--- src/rtl/hb_pkg.sv ---
// Shared encodings for the host bus bridge: host/memory op codes, register
// indices and STATUS/CTRL bit positions.
package hb_pkg;

  typedef enum logic [1:0] {
    OP_NOP   = 2'd0,
    OP_READ  = 2'd1,
    OP_WRITE = 2'd2,
    OP_RSVD  = 2'd3
  } op_e;

  typedef enum logic [1:0] {
    ST_IDLE  = 2'd0,
    ST_ISSUE = 2'd1,
    ST_WAIT  = 2'd2
  } state_e;

  localparam int REG_CTRL          = 0;
  localparam int REG_STATUS        = 1;
  localparam int CTRL_ENABLE_BIT   = 0;
  localparam int STATUS_HALTED_BIT = 0;
  localparam int STATUS_ERR_BIT    = 1;

endpackage

--- src/rtl/hb_regfile.sv ---
// Bridge register file: CTRL (core enable), STATUS (halted, sticky W1C error)
// and general-purpose scratch slots from index 2 upward.
module hb_regfile
  import hb_pkg::*;
#(
  parameter int DATA_W   = 64,
  parameter int NUM_REGS = 4
) (
  input  logic                        i_clk,
  input  logic                        i_rst,
  input  logic                        i_wr_en,
  input  logic [$clog2(NUM_REGS)-1:0] i_idx,
  input  logic [DATA_W-1:0]           i_wdata,
  input  logic                        i_err_set,
  input  logic                        i_core_halted,
  output logic [DATA_W-1:0]           o_rdata,
  output logic                        o_core_enable
);

  localparam int IDX_W = $clog2(NUM_REGS);

  logic              ctrl_en_reg;
  logic              err_reg;
  logic [DATA_W-1:0] scratch_reg [NUM_REGS];

  assign o_core_enable = ctrl_en_reg;

  always_comb begin
    o_rdata = '0;
    if (i_idx == IDX_W'(REG_CTRL)) begin
      o_rdata[CTRL_ENABLE_BIT] = ctrl_en_reg;
    end else if (i_idx == IDX_W'(REG_STATUS)) begin
      o_rdata[STATUS_HALTED_BIT] = i_core_halted;
      o_rdata[STATUS_ERR_BIT]    = err_reg;
    end else if (int'(i_idx) < NUM_REGS) begin
      o_rdata = scratch_reg[i_idx];
    end
  end

  // A W1C clear in the same edge as a new error leaves ERR cleared.
  always_ff @(posedge i_clk or posedge i_rst) begin
    if (i_rst) begin
      ctrl_en_reg <= 1'b0;
      err_reg     <= 1'b0;
      for (int i = 0; i < NUM_REGS; i++) begin
        scratch_reg[i] <= '0;
      end
    end else begin
      if (i_wr_en && i_idx == IDX_W'(REG_CTRL)) begin
        ctrl_en_reg <= i_wdata[CTRL_ENABLE_BIT];
      end
      if (i_wr_en && i_idx == IDX_W'(REG_STATUS) && i_wdata[STATUS_ERR_BIT]) begin
        err_reg <= 1'b0;
      end else if (i_err_set) begin
        err_reg <= 1'b1;
      end
      for (int i = 2; i < NUM_REGS; i++) begin
        if (i_wr_en && int'(i_idx) == i) begin
          scratch_reg[i] <= i_wdata;
        end
      end
    end
  end

endmodule

--- src/rtl/host_bus_bridge.sv ---
// Host access bridge: decodes host ops into the register file or memory port 0,
// hands all memory ports to the core when enabled, and waits out read latency.
module host_bus_bridge
  import hb_pkg::*;
#(
  parameter int ADDR_W       = 64,
  parameter int DATA_W       = 64,
  parameter int MEM_ADDR_W   = 13,
  parameter int NUM_PORTS    = 4,
  parameter int READ_LATENCY = 1,
  parameter int NUM_REGS     = 4
) (
  input  logic                             i_clk,
  input  logic                             i_rst,
  input  logic [1:0]                       i_op,
  input  logic [ADDR_W-1:0]                i_addr,
  input  logic [DATA_W-1:0]                i_wdata,
  output logic [DATA_W-1:0]                o_rdata,
  output logic                             o_pending,
  output logic                             o_ack,
  output logic                             o_core_enable,
  input  logic                             i_core_halted,
  input  logic [2*NUM_PORTS-1:0]           i_core_op,
  input  logic [MEM_ADDR_W*NUM_PORTS-1:0]  i_core_addr,
  input  logic [DATA_W*NUM_PORTS-1:0]      i_core_wdata,
  output logic [DATA_W*NUM_PORTS-1:0]      o_core_rdata,
  output logic [2*NUM_PORTS-1:0]           o_mem_op,
  output logic [MEM_ADDR_W*NUM_PORTS-1:0]  o_mem_addr,
  output logic [DATA_W*NUM_PORTS-1:0]      o_mem_wdata,
  input  logic [DATA_W*NUM_PORTS-1:0]      i_mem_rdata
);

  localparam int IDX_W = $clog2(NUM_REGS);
  localparam int CNT_W = (READ_LATENCY > 1) ? $clog2(READ_LATENCY) : 1;

  state_e                state_reg, state_next;
  logic [CNT_W-1:0]      cnt_reg, cnt_next;
  logic [1:0]            req_op_reg, req_op_next;
  logic [MEM_ADDR_W-1:0] req_addr_reg, req_addr_next;
  logic [DATA_W-1:0]     req_wdata_reg, req_wdata_next;
  logic [DATA_W-1:0]     rdata_reg, rdata_next;
  logic                  ack_reg, ack_next;
  logic                  reg_wr;
  logic                  err_set;
  logic [DATA_W-1:0]     reg_rdata;
  logic                  host_active;
  logic                  host_reg_space;
  logic                  unused_addr;

  assign host_active    = (i_op == OP_READ) || (i_op == OP_WRITE);
  assign host_reg_space = i_addr[ADDR_W-1];
  assign unused_addr    = ^i_addr;

  assign o_rdata      = rdata_reg;
  assign o_ack        = ack_reg;
  assign o_pending    = (state_reg != ST_IDLE);
  assign o_core_rdata = i_mem_rdata;

  hb_regfile #(
    .DATA_W   (DATA_W),
    .NUM_REGS (NUM_REGS)
  ) u_regfile (
    .i_clk         (i_clk),
    .i_rst         (i_rst),
    .i_wr_en       (reg_wr),
    .i_idx         (i_addr[IDX_W-1:0]),
    .i_wdata       (i_wdata),
    .i_err_set     (err_set),
    .i_core_halted (i_core_halted),
    .o_rdata       (reg_rdata),
    .o_core_enable (o_core_enable)
  );

  always_comb begin
    state_next     = state_reg;
    cnt_next       = cnt_reg;
    req_op_next    = req_op_reg;
    req_addr_next  = req_addr_reg;
    req_wdata_next = req_wdata_reg;
    rdata_next     = rdata_reg;
    ack_next       = 1'b0;
    reg_wr         = 1'b0;
    err_set        = 1'b0;
    case (state_reg)
      ST_IDLE: begin
        if (host_active) begin
          if (host_reg_space) begin
            reg_wr   = (i_op == OP_WRITE);
            ack_next = 1'b1;
            if (i_op == OP_READ) begin
              rdata_next = reg_rdata;
            end
          end else if (o_core_enable) begin
            err_set    = 1'b1;
            rdata_next = '0;
            ack_next   = 1'b1;
          end else begin
            req_op_next    = i_op;
            req_addr_next  = i_addr[MEM_ADDR_W-1:0];
            req_wdata_next = i_wdata;
            state_next     = ST_ISSUE;
          end
        end
      end
      ST_ISSUE: begin
        // Port 0 carries the request for this cycle only.
        err_set        = host_active;
        req_op_next    = OP_NOP;
        req_addr_next  = '0;
        req_wdata_next = '0;
        if (req_op_reg == OP_READ) begin
          state_next = ST_WAIT;
          cnt_next   = '0;
        end else begin
          state_next = ST_IDLE;
          ack_next   = 1'b1;
        end
      end
      ST_WAIT: begin
        err_set = host_active;
        if (cnt_reg == CNT_W'(READ_LATENCY - 1)) begin
          rdata_next = i_mem_rdata[DATA_W-1:0];
          ack_next   = 1'b1;
          state_next = ST_IDLE;
        end else begin
          cnt_next = cnt_reg + CNT_W'(1);
        end
      end
      default: state_next = ST_IDLE;
    endcase
  end

  always_ff @(posedge i_clk or posedge i_rst) begin
    if (i_rst) begin
      state_reg     <= ST_IDLE;
      cnt_reg       <= '0;
      req_op_reg    <= OP_NOP;
      req_addr_reg  <= '0;
      req_wdata_reg <= '0;
      rdata_reg     <= '0;
      ack_reg       <= 1'b0;
    end else begin
      state_reg     <= state_next;
      cnt_reg       <= cnt_next;
      req_op_reg    <= req_op_next;
      req_addr_reg  <= req_addr_next;
      req_wdata_reg <= req_wdata_next;
      rdata_reg     <= rdata_next;
      ack_reg       <= ack_next;
    end
  end

  for (genvar gi = 0; gi < NUM_PORTS; gi++) begin : g_port
    if (gi == 0) begin : g_host
      assign o_mem_op[1:0]              = o_core_enable ? i_core_op[1:0] : req_op_reg;
      assign o_mem_addr[MEM_ADDR_W-1:0] = o_core_enable ? i_core_addr[MEM_ADDR_W-1:0] : req_addr_reg;
      assign o_mem_wdata[DATA_W-1:0]    = o_core_enable ? i_core_wdata[DATA_W-1:0] : req_wdata_reg;
    end else begin : g_core_only
      assign o_mem_op[2*gi +: 2] = o_core_enable ? i_core_op[2*gi +: 2] : 2'b00;
      assign o_mem_addr[MEM_ADDR_W*gi +: MEM_ADDR_W] =
        o_core_enable ? i_core_addr[MEM_ADDR_W*gi +: MEM_ADDR_W] : '0;
      assign o_mem_wdata[DATA_W*gi +: DATA_W] =
        o_core_enable ? i_core_wdata[DATA_W*gi +: DATA_W] : '0;
    end
  end

endmodule
--- config.mk ---
export PLATFORM = sky130hd
export DESIGN_NAME = host_bus_bridge
export DESIGN_NICKNAME = d
export VERILOG_FILES = /design/src/rtl/hb_pkg.sv /design/src/rtl/hb_regfile.sv /design/src/rtl/host_bus_bridge.sv
export SDC_FILE = /design/constraint.sdc
export NUM_CORES = 1
export LEC_CHECK = 0
export BUFFER_PORTS_ARGS = -buffer_cell sky130_fd_sc_hd__buf_2
export CELL_PAD_IN_SITES_DETAIL_PLACEMENT = 1
export CELL_PAD_IN_SITES_GLOBAL_PLACEMENT = 1
export CORE_AREA = 5 5 518 520
export DETAILED_ROUTE_END_ITERATION = 6
export DIE_AREA = 0 0 523 525
export HOLD_SLACK_MARGIN = 0.06
export PLACE_DENSITY = 0.36
export SETUP_SLACK_MARGIN = 0.1
export SLEW_MARGIN = 15
export SYNTH_ARGS = -nofsm -noshare
export SYNTH_HDL_FRONTEND = slang
export SYNTH_SLANG_ARGS = --single-unit
--- constraint.sdc ---
create_clock -name i_clk -period 19.25 [get_ports i_clk]
set_clock_uncertainty 0.2 [all_clocks]
set_input_delay 3.85 -clock i_clk [delete_from_list [all_inputs] [get_ports i_clk]]
set_output_delay 3.85 -clock i_clk [all_outputs]
set_load 0.005 [all_outputs]
# Yosys cells after proc, flatten, opt, wreduce, memory -nomap -nowiden
# Index checks and enable logic that the tools add are counted.
dict set report word_totals {
  wordCells 107
  register_bits 277
}
dict set report classes {
  muxes 60
  n_bitwise 1
  n_lt_le_gt_ge 1
  n_addsub 1
  n_reduce_logical 18
  n_eq_ne 15
}
# operator count
set op_table {}
lappend op_table {{64-bit 2-to-1 mux} 14}
lappend op_table {{64-bit one-hot mux with 2 select lines} 2}
lappend op_table {{64-bit binary-select mux with 2-bit select} 1}
lappend op_table {{13-bit 2-to-1 mux} 7}
lappend op_table {{63-bit 2-to-1 mux} 1}
lappend op_table {{62-bit 2-to-1 mux} 1}
lappend op_table {{2-bit 2-to-1 mux} 13}
lappend op_table {{13-bit one-hot mux with 2 select lines} 1}
lappend op_table {{1-bit 2-to-1 mux} 15}
lappend op_table {{2-bit by 1-bit equality test with 1-bit output, second input constant} 5}
lappend op_table {{2-bit != test, second input constant} 5}
lappend op_table {{2-bit nonzero test} 5}
lappend op_table {{4-bit AND reduction} 2}
lappend op_table {{2-bit equality test, second input constant} 3}
lappend op_table {{2-bit one-hot mux with 3 select lines} 1}
lappend op_table {{1-bit logical AND} 5}
lappend op_table {{5-bit AND reduction} 1}
lappend op_table {{2-bit zero test} 2}
lappend op_table {{1-bit one-hot mux with 2 select lines} 2}
lappend op_table {{2-bit one-hot mux with 2 select lines} 1}
lappend op_table {{3-bit >= comparator, second input constant} 1}
lappend op_table {{3-bit by 2-bit != test with 1-bit output, second input constant} 1}
lappend op_table {{3-bit != test, second input constant} 1}
lappend op_table {{2-bit NOT with 3-bit output} 1}
lappend op_table {{5 further kinds} 5}

# Longest topological paths before layout
dict set report depth {
  ltp_word 10
  depth_mapped 8
  ltp_nobuf 5
}

# Cells and area by module
# A second synthesis with hierarchy kept.
dict set report hier_totals {
  cells_unflattened 1536
  area_unflattened_um2 17351.6
}
# mod area_each_um2 seq_area_each_um2 n_inst cells_per_inst
set modules_own_cells {}
lappend modules_own_cells {host_bus_bridge 11185.7 3653.5 1 1115}
lappend modules_own_cells {hb_regfile 6165.9 3253.1 1 421}

# Worst setup path before layout
# No wires, ideal clock.
dict set report synth_timing {
  path_type {input port to output port}
  from {in i_core_addr[0]}
  to {out o_mem_addr[0]}
  arrival_time_ns 4.105
  cell_stages 1
  n_path_buf 0
  t_required_ns 15.200
  setup_slack_ns 11.095
  path_cell_list {mux2_2}
}
dict set report synth_between {
  elab_chain_len 1
}
# element line_no
set synth_rtl {}
lappend synth_rtl {{from (decl)} host_bus_bridge.sv:24} ;# input logic [MEM_ADDR_W*NUM_PORTS-1:0] i_core_addr,
lappend synth_rtl {{13-bit 2-to-1 mux} host_bus_bridge.sv:156} ;# assign o_mem_addr[MEM_ADDR_W-1:0] = o_core_enable ? i_core_addr[MEM_ADDR_W-1:0] : req_addr_reg;
lappend synth_rtl {{to (decl)} host_bus_bridge.sv:28} ;# output logic [MEM_ADDR_W*NUM_PORTS-1:0] o_mem_addr,
# No other way between the ends.

# Final worst setup path
dict set report layout_timing {
  from {in i_core_wdata[84]}
  to {out o_mem_wdata[84]}
}
dict set report layout_between {
  elab_chain_len 1
}
# element line_no
set layout_rtl {}
lappend layout_rtl {{from (decl)} host_bus_bridge.sv:25} ;# input logic [DATA_W*NUM_PORTS-1:0] i_core_wdata,
lappend layout_rtl {{64-bit 2-to-1 mux} host_bus_bridge.sv:163} ;# o_core_enable ? i_core_wdata[DATA_W*gi +: DATA_W] : '0;
lappend layout_rtl {{to (decl)} host_bus_bridge.sv:29} ;# output logic [DATA_W*NUM_PORTS-1:0] o_mem_wdata,
# No other way between the ends.

==> results.yml <==
status:
  outcome: "finished clean"
critical_path:
  criticalPathCategory: "primary input to output pin"
  path_max_fanout: 1
  start_kind: "primary input"
  worst_ep_arrival_time_ps: 4520
  worstPathRequired_ps: 15200
  regToRegSetupSlack_ps: 15540
  worst_setup_path_end_kind: "output pin"
floorplan:
  floorplan.die.height_um: 525
  fp-row-count: 189
  placeableCoreArea_um2: 264000
  die-width_um: 523
  pin_count: 1344
  floorplan.initialDensity: 0.0640
  floorplan.die_area_um2: 275000
synth:
  synth_fa_ha_area_frac: 0.00445
  seq_area_frac_synth: 0.410
  mappedNetlistArea_um2: 16900
  syn_inst: 1529
  yosys_most_used_dff: "sky130_fd_sc_hd__dfrtp_1"
  synthesis_warning_total: 128
  yosysUniqueCellTypes: 37
  syn-num-nets: 2240
  yosysTopAreaCell: "sky130_fd_sc_hd__dfrtp_1"
  synth_compound_area_frac: 0.0246
  ys_ff_latch: 276
  synthSimpleGateAreaFrac: 0.139
  synth_top_family_by_area: "multiplexers"
  area_share_of_the_leading_cell_type_in_the_synthesized_netlist: 0.410
  number_of_flops_mapped_to_enable_cells_by_yosys: 0
  portion_of_netlist_area_occupied_by_mux_cells: 0.276
  share_of_async_settable_or_async_resettable_flops_after_synthesis: 1.00
  synth.top_cells.by_area: "sky130_fd_sc_hd__dfrtp_1, sky130_fd_sc_hd__mux2_2, sky130_fd_sc_hd__buf_4, sky130_fd_sc_hd__and2_1, sky130_fd_sc_hd__mux2i_1"
  synthMostInstantiatedCell: "sky130_fd_sc_hd__mux2_2"
  ys_top_cells_by_count: "sky130_fd_sc_hd__mux2_2, sky130_fd_sc_hd__dfrtp_1, sky130_fd_sc_hd__buf_4, sky130_fd_sc_hd__and2_1, sky130_fd_sc_hd__nor2b_1"
  synthXorXnorAreaFrac: 0
  syn-mean-instance-area_um2: 11.0
place:
  place.gp.congestion: 0.843
  hpwl_mm: 138
  place.port_buffers: 909
cells_and_area:
  final_layout_size_suffix_gt1_frac: 0.619
  num-fill-cells: 31100
  area_growth_pct: 48.3
  sequential_cell_area_um2: 6910
  layout.nets: 2859
  multiInputGateArea_um2: 7520
  largest_register_ffs: 128
timing:
  rsz0062_at_grt: "no"
  final_max_slew_viol_count: 0
  report.final.hold_viol_count: 0
  timing.setup.tns_ps: 0
  maxClockFrequency_mhz: 117
  final-setup-viol-count: 0
  timing.slew.headroom: 0.356
  layout_worst_path_cycle_share: 0.445
  final.min_clock_period_ps: 8570
  max_slew.worst_pin.slew_ps: 965
cts:
  cts-hold-fix-buffers: 0
  clk_latency_ps: 590
  cts_repair_resize_count: 0
  cts_sinks: 276
  h_tree_depth: 2
  tritoncts: "done"
  clkTransAtPathRegs_ps: 60
  cts_buffers: 40
  root_buffer: "sky130_fd_sc_hd__clkbuf_16"
  clk_path_buf_depth: 3
  post_cts.repair.setup_buffers: 0
global_route:
  globalRouteMet2Util: 0.220
  grt_first_pass_wirelength_mm: 195
  grt_use_met3: 0.0408
  grt_max_degree: 116
  grt_overflow: 0
  antenna_found_initial: 121
  grt.met1_usage: 0.102
  global_route.usage.total: 0.111
  grt_most_used_layer: "met2"
  first_global_vias: 15800
routing:
  drt.antenna.violating_nets: 0
  detailedRoute.firstPassIterationCount: 4
  drt-wirelength-per-cell_um: 27.6
  final_routed_wirelength_across_all_metal_layers_mm: 159
  via_per_inst: 2.49
  drc_errors: 0
  num_vias: 14400
  initialDrtViolationCount: 490
power:
  fin_total_pwr_w: 0.00324
  leakage_nw: 11.7
  max-vdd-ir-drop_mv: 0.0552
  power.density_cell_area_nw_per_um2: 130
flow_run:
  max_cap_violations: 0
worst_hold_path:
  min_path_type: "register to register"
==> per-layer routing <==
metal / wire length [um] / vias to the layer above
met5: 210 / -
met4: 5640 / 30
met3: 15200 / 242
met2: 88600 / 880
met1: 49200 / 7066
li1: - / 6132
==> final timing paths <==
path | from | end | depth (start not counted)
max in group asynchronous | i_rst | req_addr_reg[4] | 3
hold reg to reg | o_rdata[8] | o_rdata[8] | 1
setup reg to reg | state_reg[0] | o_rdata[61] | 7
setup / recovery | i_core_wdata[84] | o_mem_wdata[84] | 3
hold / removal | o_rdata[8] | o_rdata[8] | 1
min in group asynchronous | i_rst | req_wdata_reg[17] | 2
==> final cells by class <==
class,count,share of cell area
clock inverters,17,0.00806
repair buffers,929,0.188
multi-input cells,891,0.301
diodes,47,0.00470
well taps,3533,0.177
inverters,10,0.00180
flip-flops and latches,276,0.276
clock buffers,51,0.0433
==> cell usage in the layout (no fill, tap or decap), types with 7 or more instances in the layout <==
cell type / instances
sky130_fd_sc_hd__buf_4: 20
sky130_fd_sc_hd__mux2i_1: 62
sky130_fd_sc_hd__clkbuf_16: 40
sky130_fd_sc_hd__buf_2: 908
sky130_fd_sc_hd__inv_1: 9
sky130_fd_sc_hd__diode_2: 47
sky130_fd_sc_hd__mux2_2: 334
sky130_fd_sc_hd__o21ai_0: 65
sky130_fd_sc_hd__nor2b_1: 78
sky130_fd_sc_hd__mux2_4: 10
sky130_fd_sc_hd__and2_1: 238
sky130_fd_sc_hd__mux2_1: 7
sky130_fd_sc_hd__nand2_1: 64
sky130_fd_sc_hd__clkbuf_1: 7
sky130_fd_sc_hd__dfrtp_1: 275
==> critical path, cell delays in order <==
cell and delay, ps:
sky130_fd_sc_hd__buf_2 80, sky130_fd_sc_hd__and2_1 250, sky130_fd_sc_hd__buf_2 320
==> power by group <==
| part | internal [W] | switching, W |
|---|---|---|
| clock network | 0.000440 | 0.000322 |
| logic | 0.000634 | 0.000879 |
| registers | 0.000819 | 0.000145 |
| total | 0.00189 | 0.00135 |
==> metrics by stage <==
| step | std cells | setup WS (ps) | instance area [um^2] | utilization | hold WS (ps) |
|---|---|---|---|---|---|
| floorplan | 1529 | 7590 | 16900 | - | 270 |
| global placement | 5639 | 10590 | 23600 | 0.0895 | 269 |
| detailed placement | 5639 | 10590 | 23600 | 0.0895 | 274 |
| CTS | 5707 | 10590 | 24900 | 0.0944 | 290 |
| global route | 5729 | 10600 | 24900 | 0.0946 | 305 |
| finish | 5754 | 10680 | 25000 | 0.0948 | 283 |
==> logic make-up (layout without fill, tap and decap cells) <==
logic type,Yosys count,in the layout
muxes,415,415
DFF,276,276
buffers and inverters,362,1007
AOI/OAI and AO/OA,74,74
and+or+nand+nor,396,396
adders and majority gates,6,6
other,0,47
Note: power is estimated with default switching activity, not from simulation.
